==> config.mk <==
export PLATFORM = sky130hd
export DESIGN_NAME = rx_deserializer
export DESIGN_NICKNAME = d
export VERILOG_FILES = /design/src/rtl/rx_deserializer.sv
export SDC_FILE = /design/constraint.sdc
export NUM_CORES = 1
export LEC_CHECK = 0
export ABC_AREA = 0
export CORE_UTILIZATION = 55
export CTS_CLUSTER_DIAMETER = 200
export DETAILED_ROUTE_END_ITERATION = 12
export PLACE_DENSITY = 0.82
export SYNTH_ARGS = -nofsm -noshare
export SYNTH_HDL_FRONTEND = slang
export SYNTH_SLANG_ARGS = --single-unit
==> constraint.sdc <==
create_clock -name clk -period 2.5 [get_ports clk]
set_input_delay 0.25 -clock clk [delete_from_list [all_inputs] [get_ports clk]]
set_output_delay 0.25 -clock clk [all_outputs]
set_load 0.03 [all_outputs]
==> src/rtl/rx_deserializer.sv <==
// rx_deserializer: receives 11-symbol framed words from a 2-bit serial line,
// verifies the XOR check symbol and queues good words in a show-ahead FIFO.
// Frame: start 2'b11, header (channel), 8 data symbols MSB-first, check.
module rx_deserializer #(
    parameter int FIFO_DEPTH = 4
) (
    input  logic        clk,
    input  logic        arst,
    input  logic [1:0]  rx_line,
    output logic [15:0] out_data,
    output logic [1:0]  out_chan,
    output logic        out_valid,
    input  logic        out_ready,
    output logic        err_parity,
    output logic        err_chan,
    output logic        overflow,
    output logic [15:0] frame_cnt,
    output logic [7:0]  err_cnt
);

    localparam int AW = (FIFO_DEPTH > 2) ? $clog2(FIFO_DEPTH) : 1;
    localparam logic [AW:0] DEPTH_C = (AW + 1)'(FIFO_DEPTH);

    typedef enum logic [1:0] {
        S_IDLE  = 2'd0,
        S_HDR   = 2'd1,
        S_DATA  = 2'd2,
        S_CHECK = 2'd3
    } state_t;

    state_t        r_state;
    state_t        w_state_nxt;

    logic [1:0]    r_chan;
    logic [15:0]   r_shift;
    logic [2:0]    r_sym_cnt;
    logic [1:0]    r_chk;

    logic          w_frame_ok;
    logic          w_bad_par;
    logic          w_bad_chan;

    logic [17:0]   r_mem [FIFO_DEPTH];
    logic [AW-1:0] r_wr_ptr;
    logic [AW-1:0] r_rd_ptr;
    logic [AW:0]   r_count;
    logic [AW:0]   w_count_nxt;
    logic          r_valid;
    logic          w_pop;
    logic          w_full;
    logic          w_wr;
    logic          w_ovf;

    logic          r_err_parity;
    logic          r_err_chan;
    logic          r_overflow;
    logic [15:0]   r_frame_cnt;
    logic [7:0]    r_err_cnt;

    // Running XOR of the symbol with the accumulated check value.
    function automatic logic [1:0] chk_update(input logic [1:0] acc, input logic [1:0] sym);
        return acc ^ sym;
    endfunction

    // FSM state register; the line is sampled directly, no input flop.
    always_ff @(posedge clk or negedge arst) begin
        if (!arst) begin
            r_state <= S_IDLE;
        end else begin
            r_state <= w_state_nxt;
        end
    end

    // Next-state decode and per-frame verdicts.
    always_comb begin
        w_state_nxt = r_state;
        w_frame_ok  = 1'b0;
        w_bad_par   = 1'b0;
        w_bad_chan  = 1'b0;
        case (r_state)
            S_IDLE: begin
                if (rx_line == 2'b11) begin
                    w_state_nxt = S_HDR;
                end else begin
                    w_state_nxt = S_IDLE;
                end
            end
            S_HDR: begin
                if (rx_line == 2'b11) begin
                    w_bad_chan  = 1'b1;
                    w_state_nxt = S_IDLE;
                end else begin
                    w_state_nxt = S_DATA;
                end
            end
            S_DATA: begin
                if (r_sym_cnt == 3'd7) begin
                    w_state_nxt = S_CHECK;
                end else begin
                    w_state_nxt = S_DATA;
                end
            end
            S_CHECK: begin
                // Returning to IDLE lets a start symbol arrive the very next cycle.
                w_state_nxt = S_IDLE;
                if (rx_line == r_chk) begin
                    w_frame_ok = 1'b1;
                end else begin
                    w_bad_par = 1'b1;
                end
            end
            default: begin
                w_state_nxt = S_IDLE;
            end
        endcase
    end

    // Frame datapath: channel latch, data shifter, symbol counter, check accumulator.
    always_ff @(posedge clk or negedge arst) begin
        if (!arst) begin
            r_chan    <= 2'b00;
            r_shift   <= 16'h0000;
            r_sym_cnt <= 3'd0;
            r_chk     <= 2'b00;
        end else begin
            case (r_state)
                S_HDR: begin
                    if (rx_line != 2'b11) begin
                        r_chan    <= rx_line;
                        r_chk     <= rx_line;
                        r_sym_cnt <= 3'd0;
                    end
                end
                S_DATA: begin
                    r_shift   <= {r_shift[13:0], rx_line};
                    r_chk     <= chk_update(r_chk, rx_line);
                    r_sym_cnt <= r_sym_cnt + 3'd1;
                end
                default: begin
                    r_sym_cnt <= r_sym_cnt;
                end
            endcase
        end
    end

    // FIFO control: a pop frees a slot on the same edge, so full+pop still accepts.
    always_comb begin
        w_pop  = r_valid & out_ready;
        w_full = (r_count == DEPTH_C);
        w_wr   = w_frame_ok & (~w_full | w_pop);
        w_ovf  = w_frame_ok & w_full & ~w_pop;
        case ({w_wr, w_pop})
            2'b10:   w_count_nxt = r_count + {{AW{1'b0}}, 1'b1};
            2'b01:   w_count_nxt = r_count - {{AW{1'b0}}, 1'b1};
            default: w_count_nxt = r_count;
        endcase
    end

    // FIFO storage and pointers; out_valid is kept as its own flop.
    always_ff @(posedge clk or negedge arst) begin
        if (!arst) begin
            for (int i = 0; i < FIFO_DEPTH; i++) begin
                r_mem[i] <= 18'h00000;
            end
            r_wr_ptr <= '0;
            r_rd_ptr <= '0;
            r_count  <= '0;
            r_valid  <= 1'b0;
        end else begin
            if (w_wr) begin
                r_mem[r_wr_ptr] <= {r_chan, r_shift};
                r_wr_ptr        <= r_wr_ptr + {{(AW-1){1'b0}}, 1'b1};
            end
            if (w_pop) begin
                r_rd_ptr <= r_rd_ptr + {{(AW-1){1'b0}}, 1'b1};
            end
            r_count <= w_count_nxt;
            r_valid <= (w_count_nxt != '0);
        end
    end

    // Event pulses and statistics counters (events are mutually exclusive per cycle).
    always_ff @(posedge clk or negedge arst) begin
        if (!arst) begin
            r_err_parity <= 1'b0;
            r_err_chan   <= 1'b0;
            r_overflow   <= 1'b0;
            r_frame_cnt  <= 16'h0000;
            r_err_cnt    <= 8'h00;
        end else begin
            r_err_parity <= w_bad_par;
            r_err_chan   <= w_bad_chan;
            r_overflow   <= w_ovf;
            if (w_wr) begin
                r_frame_cnt <= r_frame_cnt + 16'h0001;
            end
            if ((w_bad_par | w_bad_chan | w_ovf) && (r_err_cnt != 8'hFF)) begin
                r_err_cnt <= r_err_cnt + 8'h01;
            end
        end
    end

    assign out_data   = r_mem[r_rd_ptr][15:0];
    assign out_chan   = r_mem[r_rd_ptr][17:16];
    assign out_valid  = r_valid;
    assign err_parity = r_err_parity;
    assign err_chan   = r_err_chan;
    assign overflow   = r_overflow;
    assign frame_cnt  = r_frame_cnt;
    assign err_cnt    = r_err_cnt;

endmodule

==> impl_results.md <==
* Synthesized area at 5960 sq um
* Startpoint types: register
* Vias in the first global route at 3,810
* Vias at 3,643
* Commonest cells after routing, fill and taps aside: 131 x dfrtp_1, 94 x mux2_2, 31 x clkdlybuf4s50_1, 21 x buf_4
* Dpl ws at 0.0151 ns
* Detailed Routing Iterations Pass 1 at 4
* Initial antenna violation count at 0
* Syn avg cell area at 14.3 sq um
* Fill cells at 689
* Detailed Place HPWL at roughly 7.0 mm
* RSZ-0062 raised after global routing: false
* Post-synthesis sequential area ratio at 0.554
* Antenna Nets Post-Route at 0
* DIE AREA at approximately 11,000 sq um
* Setup Fix Bufs, Post-CTS at 0
* Max Slew Vio Count at 0
* Fin Setup TNS at 0 ns
* Vias per std cell at 5.74
* Syn nets at 432
* CTS max path bufs at 2
* Clk slew on worst S/H paths at 0.06 ns
* Total power at 0.00849 W
* Layout cell share with drive strength beyond 1 at 0.365
* Yosys cell types at 49
* Worst Path Arrival at 2.74 ns
* Slowest stage delay, CP at 0.51 ns
* Number of inserted diodes at 0
* WL/cell at between 15 and 20 um
* Leakage dissipation at 3.40 nW
* Synth warn at 0
* Post-synth top area cell: dfrtp_1
* Reg2reg setup slack at approximately 0.15 ns
* Root buffer cell: clkbuf_8
* Area grow syn2layout at 21.7%
* CTS Buf Count at 17
* Clock Sinks at 132
* Initial Util at 0.572
* CTS tree: yes
* Worst Slack Setup Final at 0.155 ns
* Final period utilization at 0.938
* Worst setup EP type: register
* Final setup fails at 0
* Final Routed Wirelength at 11.4 mm
* Grt ovf at 0
* Top Ports at 51
* Top cell type's share of synthesized area at 0.554
* Fmax at 426 MHz
* 1st-iter DRT viols at around 200
* Die Span Y at 106 um
* Die X-Extent at 106 um
* I/O Buffers at 50
* H-tree levels at 4
* Worst Path Max Fanout at 11
* Peak VDD IR at 0.000623 V
* HP Class: input port to asynchronous set/reset pin
* Placed cells at 602
* Final hold violations at 0
* Clock Skew at 0.00355 ns
* CP cell instances: nand2_1, nor3_2, nor2_1, fa_1, nor3_1, o21bai_1, a21oi_1
* Core Area at roughly 10,000 sq um
* Drt drc at 0
* First-pass GRT wire length at 19.2 mm
* Status: finished clean
* Nets at 500
* GP Congestion at 0.807
* Max cap viols at 0
* Worst-skew pair later-pin latency at 0.52 ns
* Crit path required time at around 2.9 ns
* FP Rows at 37
* GRT Total Usage at 0.224
* Top area cells in the synthesized netlist: dfrtp_1 55%, mux2_2 18%, mux4_2 6.8%
* Type of the worst setup path: register to register
* PwrDens at about 1200 nW/um^2
* Non-Filler Instances at 635
* Final Critical Period at 2.35 ns
* Cells after Synth at between 400 and 500
* Least-Margin Pin Slew at approximately 0.62 ns
* R2r endpoint: r_count[2]
* R2R cell count at 7
* CP max-delay cell: dfrtp_1
* Largest net degree at the start of global routing at 50
* Commonest non-fill, non-tap cell in the layout: dfrtp_1
* Yosys reg bits at ~130
* Max-slew headroom at 0.584
-- critical path, delay by kind of cell, from the launching register on --
kind | cells | cell delay (ns)
and+or+nand+nor | 4 | 0.95
adders and majority gates | 1 | 0.48
AOI/OAI and AO/OA | 2 | 0.27
DFF | 1 | 0.51
-- flip-flops by register name (all words and copies together) (netlist names), named ones only --
name and count:
err_chan 1, err_cnt 8, err_parity 1, frame_cnt 16
out_valid 1, overflow 1, r_chan 2, r_chk 2
r_count 3, r_mem 72, r_rd_ptr 2, r_shift 16
r_state 1, r_sym_cnt 3, r_wr_ptr 2
-- worst max-delay path by stage --
stage               slack, ns  startpoint    endpoint
finish                   0.15    register  r_count[2]
global route             0.03    register  r_count[2]
CTS                      0.12  r_state[0]  r_count[2]
detailed placement       0.02  rx_line[1]   out_valid
global placement         0.08  rx_line[1]   out_valid
floorplan                0.37    r_chk[0]   out_valid
-- through the flow --
stage / area (sq um) / util / hold WS [ns]
finish: 7250 / 0.696 / 0.304
global route: 7250 / 0.696 / 0.358
CTS: 7250 / 0.696 / 0.304
detailed placement: 6690 / 0.642 / 0.307
global placement: 6690 / 0.642 / 0.298
floorplan: 5960 / - / -0.0456
-- cells by family after synthesis --
group | count (synthesis) | synth area share
compound gates | 34 | 0.0409
mux | 115 | 0.251
fa+ha+maj | 9 | 0.0202
xor+xnor | 23 | 0.0351
simple gates | 81 | 0.0770
flops | 132 | 0.554
buf+inv | 24 | 0.0212
-- layer usage --
metal / part of all wire / wire length (um) / global-route usage
met1: 0.44 / 5070 / 0.291
met2: 0.51 / 5840 / 0.371
met3: 0.031 / 354 / 0.0490
met4: 0.012 / 142 / 0.0813
met5: 0 / 0 / 0
-- power by group --
group	internal (W)	total [W]	switching [W]
clock	0.00140	0.00230	0.000906
sequential	0.00285	0.00350	0.000652
combinational	0.00137	0.00268	0.00131
total	0.00562	0.00849	0.00287
-- layout make-up --
class | instances | area (sq um) | share of cell area
Sequential cell | 132 | 3300 | 0.456
Multi-Input combinational cell | 262 | 2530 | 0.349
Timing Repair Buffer | 68 | 666 | 0.0918
Clock buffer | 21 | 459 | 0.0633
Tap cell | 136 | 170 | 0.0235
Clock inverter | 11 | 103 | 0.0141
Inverter | 5 | 18.8 | 0.00259
-- Yosys cell counts (all sizes together) --
cell type  instances
nor4               4
and3               3
o21ba              1
nor3b              1
nor2              18
nand3              7
fa                 1
mux2i              2
a311oi             1
xnor2             15
a21oi             10
ha                 8
a2111oi            1
inv                5
o21bai             1
o2111ai            2
and4               1
o22ai              1
and2               3
o21ai              7
clkbuf             7
nor4b              1
nand2             21
a22o               4
nand4              6
and4b              1
xor2               8
dfrtp            132
or3                1
buf               12
o211ai             2
nor2b              5
mux2              95
a211oi             3
nor3               5
mux4              18
a221oi             1
nand2b             4
-- repair_timing --
action	4_1_cts	5_1_grt
endpoints found under the setup margin	10	2
endpoints found under the hold margin	46	0
resized for setup	10	1
hold buffers	1	0
Note: power is estimated with default switching activity, not from simulation.
